<file path="src/rtl/add8_share_ctrl.sv">
// -----------------------------------------------------------------------------
// add8_share_ctrl
//   Arbitrates NREQ requesters onto a single shared 8-bit ripple-carry adder
//   (add8, gate-level, no carry-in) and sequences add / subtract operations
//   through it. Subtract takes two passes: a negate pass (~B + 1), then an
//   add pass. Results leave through a registered valid/ready channel.
//
// Ports
//   clk        system clock
//   rst        synchronous, active-high reset
//   req_valid  [NREQ]    request pending, one bit per requester
//   req_ready  [NREQ]    one-hot accept pulse to the winning requester
//   req_a      [NREQ*W]  operand A, requester i at [i*W +: W]
//   req_b      [NREQ*W]  operand B, same packing
//   req_sub    [NREQ]    1 = A-B, 0 = A+B
//   rsp_valid            result valid
//   rsp_ready            consumer accepts result
//   rsp_id     [IDW]     index of the requester owning the result
//   rsp_sum    [W]       result modulo 2^W
//   rsp_cout             add: carry-out; sub: 1 when A >= B
//
// Build option
//   ADD8_SHARE_FIXED_PRIO_EN : lowest requesting index always wins; no
//   rotating pointer is kept.
// -----------------------------------------------------------------------------

// Gate-level 8-bit ripple-carry adder without carry-in.
module add8 (
    input  logic [7:0] a_i,
    input  logic [7:0] b_i,
    output logic [7:0] sum_o,
    output logic       cout_o
);
    logic [8:0] c;

    assign c[0] = 1'b0;

    for (genvar g = 0; g < 8; g++) begin : g_fa
        assign sum_o[g]  = a_i[g] ^ b_i[g] ^ c[g];
        assign c[g+1]    = (a_i[g] & b_i[g]) | (c[g] & (a_i[g] ^ b_i[g]));
    end

    assign cout_o = c[8];
endmodule

module add8_share_ctrl #(
    parameter int NREQ = 4,
    parameter int W    = 8,
    parameter int IDW  = 2
) (
    input  logic              clk,
    input  logic              rst,
    input  logic [NREQ-1:0]   req_valid,
    output logic [NREQ-1:0]   req_ready,
    input  logic [NREQ*W-1:0] req_a,
    input  logic [NREQ*W-1:0] req_b,
    input  logic [NREQ-1:0]   req_sub,
    output logic              rsp_valid,
    input  logic              rsp_ready,
    output logic [IDW-1:0]    rsp_id,
    output logic [W-1:0]      rsp_sum,
    output logic              rsp_cout
);

    typedef enum logic [1:0] {
        IDLE = 2'd0,
        NEG  = 2'd1,
        ADD  = 2'd2,
        RESP = 2'd3
    } state_t;

    state_t         state_q, state_d;
    logic [W-1:0]   a_q, a_d;
    logic [W-1:0]   b_q, b_d;
    logic           sub_q, sub_d;
    logic [IDW-1:0] id_q, id_d;
    logic           c1_q, c1_d;
    logic           rsp_valid_q, rsp_valid_d;
    logic [IDW-1:0] rsp_id_q, rsp_id_d;
    logic [W-1:0]   rsp_sum_q, rsp_sum_d;
    logic           rsp_cout_q, rsp_cout_d;
`ifndef ADD8_SHARE_FIXED_PRIO_EN
    logic [IDW-1:0] rr_ptr_q, rr_ptr_d;
`endif

    // Arbitration results
    logic           found;
    logic [IDW-1:0] win;
    logic [W-1:0]   win_a, win_b;
    logic           win_sub;

    // Shared adder
    logic [7:0]     add_a, add_b, add_sum;
    logic           add_cout;

    add8 u_add8 (
        .a_i    (add_a),
        .b_i    (add_b),
        .sum_o  (add_sum),
        .cout_o (add_cout)
    );

    // Winner search: first set bit upward from the base index, wrapping.
    always_comb begin
        int unsigned base;
        int unsigned idx;
        found   = 1'b0;
        win     = '0;
        win_a   = '0;
        win_b   = '0;
        win_sub = 1'b0;
`ifdef ADD8_SHARE_FIXED_PRIO_EN
        base = 0;
`else
        base = 32'(rr_ptr_q);
`endif
        for (int unsigned i = 0; i < NREQ; i++) begin
            idx = (base + i) % NREQ;
            if (!found && req_valid[idx]) begin
                found   = 1'b1;
                win     = IDW'(idx);
                win_a   = req_a[idx*W +: W];
                win_b   = req_b[idx*W +: W];
                win_sub = req_sub[idx];
            end
        end
    end

    always_comb begin
        state_d     = state_q;
        a_d         = a_q;
        b_d         = b_q;
        sub_d       = sub_q;
        id_d        = id_q;
        c1_d        = c1_q;
        rsp_valid_d = rsp_valid_q;
        rsp_id_d    = rsp_id_q;
        rsp_sum_d   = rsp_sum_q;
        rsp_cout_d  = rsp_cout_q;
`ifndef ADD8_SHARE_FIXED_PRIO_EN
        rr_ptr_d    = rr_ptr_q;
`endif
        req_ready   = '0;
        add_a       = '0;
        add_b       = '0;

        case (state_q)
            IDLE: begin
                if (found) begin
                    // No accept while reset is asserted: the capture would be
                    // thrown away and the requester would lose its request.
                    req_ready[win] = !rst;
                    a_d     = win_a;
                    b_d     = win_b;
                    sub_d   = win_sub;
                    id_d    = win;
                    state_d = win_sub ? NEG : ADD;
                end
            end
            NEG: begin
                add_a   = ~b_q;
                add_b   = 8'h01;
                b_d     = add_sum;
                c1_d    = add_cout;
                state_d = ADD;
            end
            ADD: begin
                add_a       = a_q;
                add_b       = b_q;
                rsp_sum_d   = add_sum;
                // Negating B=0 carries out; that carry means "no borrow".
                rsp_cout_d  = sub_q ? (c1_q | add_cout) : add_cout;
                rsp_id_d    = id_q;
                rsp_valid_d = 1'b1;
                state_d     = RESP;
            end
            RESP: begin
                if (rsp_ready) begin
                    rsp_valid_d = 1'b0;
`ifndef ADD8_SHARE_FIXED_PRIO_EN
                    rr_ptr_d    = (id_q == IDW'(NREQ - 1)) ? '0 : id_q + 1'b1;
`endif
                    state_d     = IDLE;
                end
            end
            default: state_d = IDLE;
        endcase
    end

    always_ff @(posedge clk) begin
        if (rst) begin
            state_q     <= IDLE;
            a_q         <= '0;
            b_q         <= '0;
            sub_q       <= 1'b0;
            id_q        <= '0;
            c1_q        <= 1'b0;
            rsp_valid_q <= 1'b0;
            rsp_id_q    <= '0;
            rsp_sum_q   <= '0;
            rsp_cout_q  <= 1'b0;
`ifndef ADD8_SHARE_FIXED_PRIO_EN
            rr_ptr_q    <= '0;
`endif
        end else begin
            state_q     <= state_d;
            a_q         <= a_d;
            b_q         <= b_d;
            sub_q       <= sub_d;
            id_q        <= id_d;
            c1_q        <= c1_d;
            rsp_valid_q <= rsp_valid_d;
            rsp_id_q    <= rsp_id_d;
            rsp_sum_q   <= rsp_sum_d;
            rsp_cout_q  <= rsp_cout_d;
`ifndef ADD8_SHARE_FIXED_PRIO_EN
            rr_ptr_q    <= rr_ptr_d;
`endif
        end
    end

    assign rsp_valid = rsp_valid_q;
    assign rsp_id    = rsp_id_q;
    assign rsp_sum   = rsp_sum_q;
    assign rsp_cout  = rsp_cout_q;

endmodule

</file>
<file path="config.mk">
export PLATFORM = sky130hd
export DESIGN_NAME = add8_share_ctrl
export DESIGN_NICKNAME = d
export VERILOG_FILES = /design/src/rtl/add8_share_ctrl.sv
export SDC_FILE = /design/constraint.sdc
export NUM_CORES = 1
export LEC_CHECK = 0
export CORE_MARGIN = 10
export CORE_UTILIZATION = 40
export CTS_BUF_LIST = sky130_fd_sc_hd__clkbuf_2
export DETAILED_ROUTE_END_ITERATION = 16
export DONT_BUFFER_PORTS = 1
export HOLD_SLACK_MARGIN = 0.12
export PLACE_DENSITY = 0.53
export SLEW_MARGIN = 20
export SYNTH_ARGS = -nofsm -noshare
export SYNTH_HDL_FRONTEND = slang
export SYNTH_SLANG_ARGS = --single-unit
</file>
<file path="constraint.sdc">
create_clock -name clk -period 7.75 [get_ports clk]
set_input_delay 1.1625 -clock clk [delete_from_list [all_inputs] [get_ports clk]]
set_output_delay 1.1625 -clock clk [all_outputs]
set_load 0.005 [all_outputs]
</file>
# Yosys cells after proc, flatten, opt, wreduce, memory -nomap -nowiden
# Index checks and enable logic that the tools add are counted.
# op_classes
n_addsub	4
n_lt_le_gt_ge	6
n_eq_ne	6
shifts	8
mux	52
bitwise_logic	40
reduce_logical	16
# op_table
operator	n
$shiftx 32x6->8	8
$mux 8	9
$pmux 8 s2	3
$mux 1	19
$bmux 1 s2	8
$mux 2	8
$and 1x1->1	15
$lt 2x3->1 const B	5
$xor 1x1->1	15
$reduce_and 2->1	5
$mux 4	2
$not 8->8	1
$or 1x1->1	8
$pmux 2 s4	1
$eq 2x2->1 const B	3
$add 2x1->2 const B	2
$add 2x2->2 const B	2
$and 4x4->4	1
$logic_and 1x1->1	4
$logic_not 1->1	4
$ne 2x2->1 const B	2
$reduce_bool 2->1	2
$demux 1 s2	1
$eq 2x1->1 const B	1
3 further kinds	3
# word_totals
regBits	36
out_inout_bits	16
wordCells	143

# Logic depth before layout (Yosys ltp)
# logic_depth
word_depth	19
mapped_depth	18
mapped_depth_nobuf	17

# Hierarchy
# A second synthesis with hierarchy kept.
# hier_totals
cells_unflattened	453
area_unflattened_um2	4232.8
# modules_own_cells
module	n_inst	cells_each	area_each_um2	seq_area_each_um2
add8_share_ctrl	1	435	4042.6	720.7
add8	1	18	190.2	0.0

# Worst setup path before layout
# No wires, ideal clock.
# synth_timing
path_kind	register to register
start	reg state_q[1]
end	reg b_q[7]
arrival_time_ns	4.499
slack_ns	3.166
stages_incl_launch_ff	19
path_buffers	1
cell_sequence	dfxtp_1 > inv_1 > ha_1 > inv_1 > clkbuf_1 > o21ai_0 > and2_1 > ha_1 > fa_1 > fa_1 > fa_1 > fa_1 > fa_1 > fa_1 > inv_1 > fa_1 > a21oi_1 > a21oi_1 > a211oi_1
# synth_via
elab_chain_len	17
word_cells_on_any_way	36
# synth_rtl
element	line_no	text
start, declared	72	state_t state_q, state_d;
start signal, assigned	206	state_q <= state_d;
$eq 2x2->1 or $eq 2x1->1 (tied branches)	147	case (state_q)
$pmux 8 s2	147	
$and 1x1->1 or $xor 1x1->1 (tied branches)	40	assign c[g+1] = (a_i[g] & b_i[g]) | (c[g] & (a_i[g] ^ b_i[g]));
$and 1x1->1	40	
$or 1x1->1	40	
$and 1x1->1	40	
$or 1x1->1	40	
$and 1x1->1	40	
$or 1x1->1	40	
$and 1x1->1	40	
$or 1x1->1	40	
$and 1x1->1	40	
$or 1x1->1	40	
$and 1x1->1	40	
$or 1x1->1	40	
$xor 1x1->1	39	assign sum_o[g] = a_i[g] ^ b_i[g] ^ c[g];
$pmux 8 s2	147	
end signal, assigned	194	b_q <= '0;
end signal, assigned	208	b_q <= b_d;
end, declared	74	logic [W-1:0] b_q, b_d;
# Parallel ways exist; a longest one is shown, timed or not.
# A chain may end at the register's enable or synchronous reset.

# Worst setup path after layout
# Same ends and word-level chain as after synthesis.

==> impl_metrics.csv <==
group,metric,value,unit
outcome,status,"complete, no violations",
finish,diodes,0,
setup_path,reg2reg_setup_slack,2.61,ns
timing,finalHoldViolations,0,
finish,area_growth_syn_to_layout,-0.254,%
finish,fill_cells,1019,
logic_synthesis,post-synth-top-area-cell,"dfxtp_1",
power_and_ir_drop,p_per_area,218,nW/um^2
setup_path,cp.required,8.06,ns
logic_synthesis,ys_warn_count,0,
clock_network,clkLatencyLatePin,0.39,ns
hold_path,holdPathStages,2,
logic_synthesis,synthFlopType,"dfxtp_1",
placement,gp_congestion,0.886,
global_routing,grt_pass1_wl,18.1,mm
setup_path,critPathMaxFanout,13,
finish,final_util,40.6,%
setup_path,rr_worst_depth,17,
floorplanning,die_x,119,microns
logic_synthesis,synth_seq_area_share,18.3,%
power_and_ir_drop,fin_total_pwr,858,uW
clock_network,h-tree-depth,2,
power_and_ir_drop,leakage,0.00124,uW
clock_network,cts_sinks,36,
drt,detail_route.wl_per_cell,18.8,microns
drt,vias,3460,
logic_synthesis,syn_area,3940,sq um
logic_synthesis,synth.avg_cell_area,8.18,sq um
clock_network,clock_path_buffers,2,
timing,rsz0062_at_grt,"false",
timing,finalMaxSlewViolations,0,
drt,drc_errors,0,
drt,dr.pass1.iters,4,
logic_synthesis,ys_types,59,
setup_path,criticalPathCategory,"flop to flop",
timing,maxSlewHeadroom,31.5,%
floorplanning,start_util,40.7,%
clock_network,postCtsSetupRepairBufs,0,
clock_network,clockRootBuffer,"clkbuf_2",
timing,post-route-min-period,5.14,ns
logic_synthesis,synth-edff-count,0,
placement,port_buffers,0,
floorplanning,fp.dieH,119,microns
clock_network,clk_pin_slew,0.20,ns
setup_path,start_kind,"flop",
timing,setup-tns-final,0,ns
timing,finalCritPeriodShare,66.3,%
finish,drive_above_1_share,11.9,%
global_routing,grt_pass1_vias,3508,
global_routing,track_usage,15.2,%
hold_path,hold_path.class,"flop to flop",
placement,dpl-instance-area,3890,sq um
floorplanning,core-area,9680,sq um
clock_network,cts_buffers,5,
logic_synthesis,syn_nets,572,
placement,dp_hpwl,8.39,mm
floorplanning,io_pins,91,
clock_network,ctsResizeCount,0,
global_routing,grt_overflow,0,
clock_network,cts_tree,"done",
global_routing,grt_max_degree,103,
floorplanning,placementRows,36,
drt,drt_iter0_drc,212,
timing,skew,0.0238,ns
timing,fmax,194,MHz
clock_network,cts_hold_buf,0,
logic_synthesis,synthDominantCellAreaShare,18.3,%
timing,tightest_slew,1.03,ns
global_routing,antenna_found_initial,0,
drt,via_per_inst,5.91,
logic_synthesis,synth_cells,482,
logic_synthesis,synth_area_leaders,"dfxtp_1 (18%), mux2i_1 (12%), nor2_1 (7.5%)",
drt,ant_nets,0,
drt,wl,11.0,mm
timing,whs,0.492,ns
setup_path,cp.arrival,5.46,ns
logic_synthesis,async_reset_ff_share,0,%
power_and_ir_drop,ir_drop,0.0910,mV
run,cap_violations,0,
floorplanning,die-area,14200,sq um
logic_synthesis,ys_seq_elements,36,
finish,fin_nets,541,
setup_path,critPathCaptureType,"flop",
timing,setup_violations,0,
finish,postLayoutCellArea,3930,sq um
[state kept, by name (all words and copies together) (netlist names)]
signal	count
a_q	8
b_q	8
c1_q	1
id_q	2
rr_ptr_q	2
rsp_cout	1
rsp_id	2
rsp_sum	8
rsp_valid	1
state_q	2
sub_q	1
[where the power goes]
part / total (uW) / switching [uW] / internal, uW
Combinational: 490 / 291 / 199
Clock: 85.6 / 65.4 / 20.2
Sequential: 283 / 47.0 / 236
Total: 858 / 403 / 455
[final timing paths]
check              from  endpoint
max          state_q[1]    b_q[7]
min                c1_q  rsp_cout
max reg2reg  state_q[1]    b_q[7]
min reg2reg        c1_q  rsp_cout
[cells by family after synthesis]
| kind of cell | Yosys count | share of synthesized area [%] |
|---|---|---|
| compound gates | 136 | 24.3 |
| fa+ha+maj | 15 | 6.10 |
| buf+inv | 51 | 7.11 |
| flops | 36 | 18.3 |
| mux | 77 | 24.2 |
| simple gates | 167 | 20.0 |
[layout make-up]
class	count	area (sq um)	share of cell area, %
clock buffers	5	25.0	0.637
clock inverters	3	13.8	0.350
inverters	10	37.5	0.955
multi-input cells	395	2940	74.8
flip-flops and latches	36	726	18.5
well taps	133	166	4.23
repair buffers	3	22.5	0.573
[cells in the mapped netlist, types with 9 or more instances]
| cell | instances |
|---|---|
| a21oi_1 | 34 |
| nor2_1 | 79 |
| mux2_2 | 16 |
| o22ai_1 | 14 |
| buf_2 | 17 |
| nor3_1 | 11 |
| a211oi_1 | 23 |
| o21ai_0 | 16 |
| dfxtp_1 | 36 |
| mux2i_1 | 48 |
| mux4_2 | 13 |
| inv_1 | 10 |
| nor2b_1 | 9 |
| nand2_1 | 29 |
[cell usage in the layout (no fill, tap or decap), types with 3 or more instances in the layout]
master	synthesis	final
nor3_1	11	11
dfxtp_1	36	34
a22oi_1	4	4
o211ai_1	8	8
mux2i_1	48	48
mux4_2	13	13
nand3b_1	3	3
buf_4	6	3
and2_1	8	8
a211oi_1	23	23
nand2b_1	8	8
a2111oi_1	6	6
nor2_1	79	79
nor2b_1	9	9
o22ai_1	14	14
a21oi_1	34	34
nand2_1	29	29
fa_1	7	7
clkbuf_2	0	5
o21ai_0	16	16
a311oi_1	3	3
mux2_2	16	16
a21boi_0	4	4
ha_1	8	8
inv_1	10	10
nor4_1	8	8
[layer usage]
metal	global-route usage, %	part of all wire (%)	vias up
met2	27.0	50	79
met3	4.49	6.9	5
li1	-	-	1740
met1	17.9	43	1636
met5	0	0	-
met4	2.44	0.44	0
[metrics by stage]
step,setup WS [ns],instances
6_report,2.61,585
5_1_grt,2.27,585
4_1_cts,2.62,585
3_5_place_dp,2.69,577
3_3_place_gp,2.83,577
2_1_floorplan,3.17,482
[critical path, cell delays in order (launching register included)]
cell,delay [ns]
dfxtp_1,0.40
inv_1,0.10
ha_1,0.41
inv_1,0.36
o21ai_0,0.11
and2_1,0.17
ha_1,0.21
fa_1,0.38
fa_1,0.39
fa_1,0.39
fa_1,0.40
fa_1,0.40
fa_1,0.38
inv_1,0.08
fa_1,0.42
a21oi_1,0.16
a21oi_1,0.06
a211oi_1,0.25
Power figures use the tool's default switching activity.
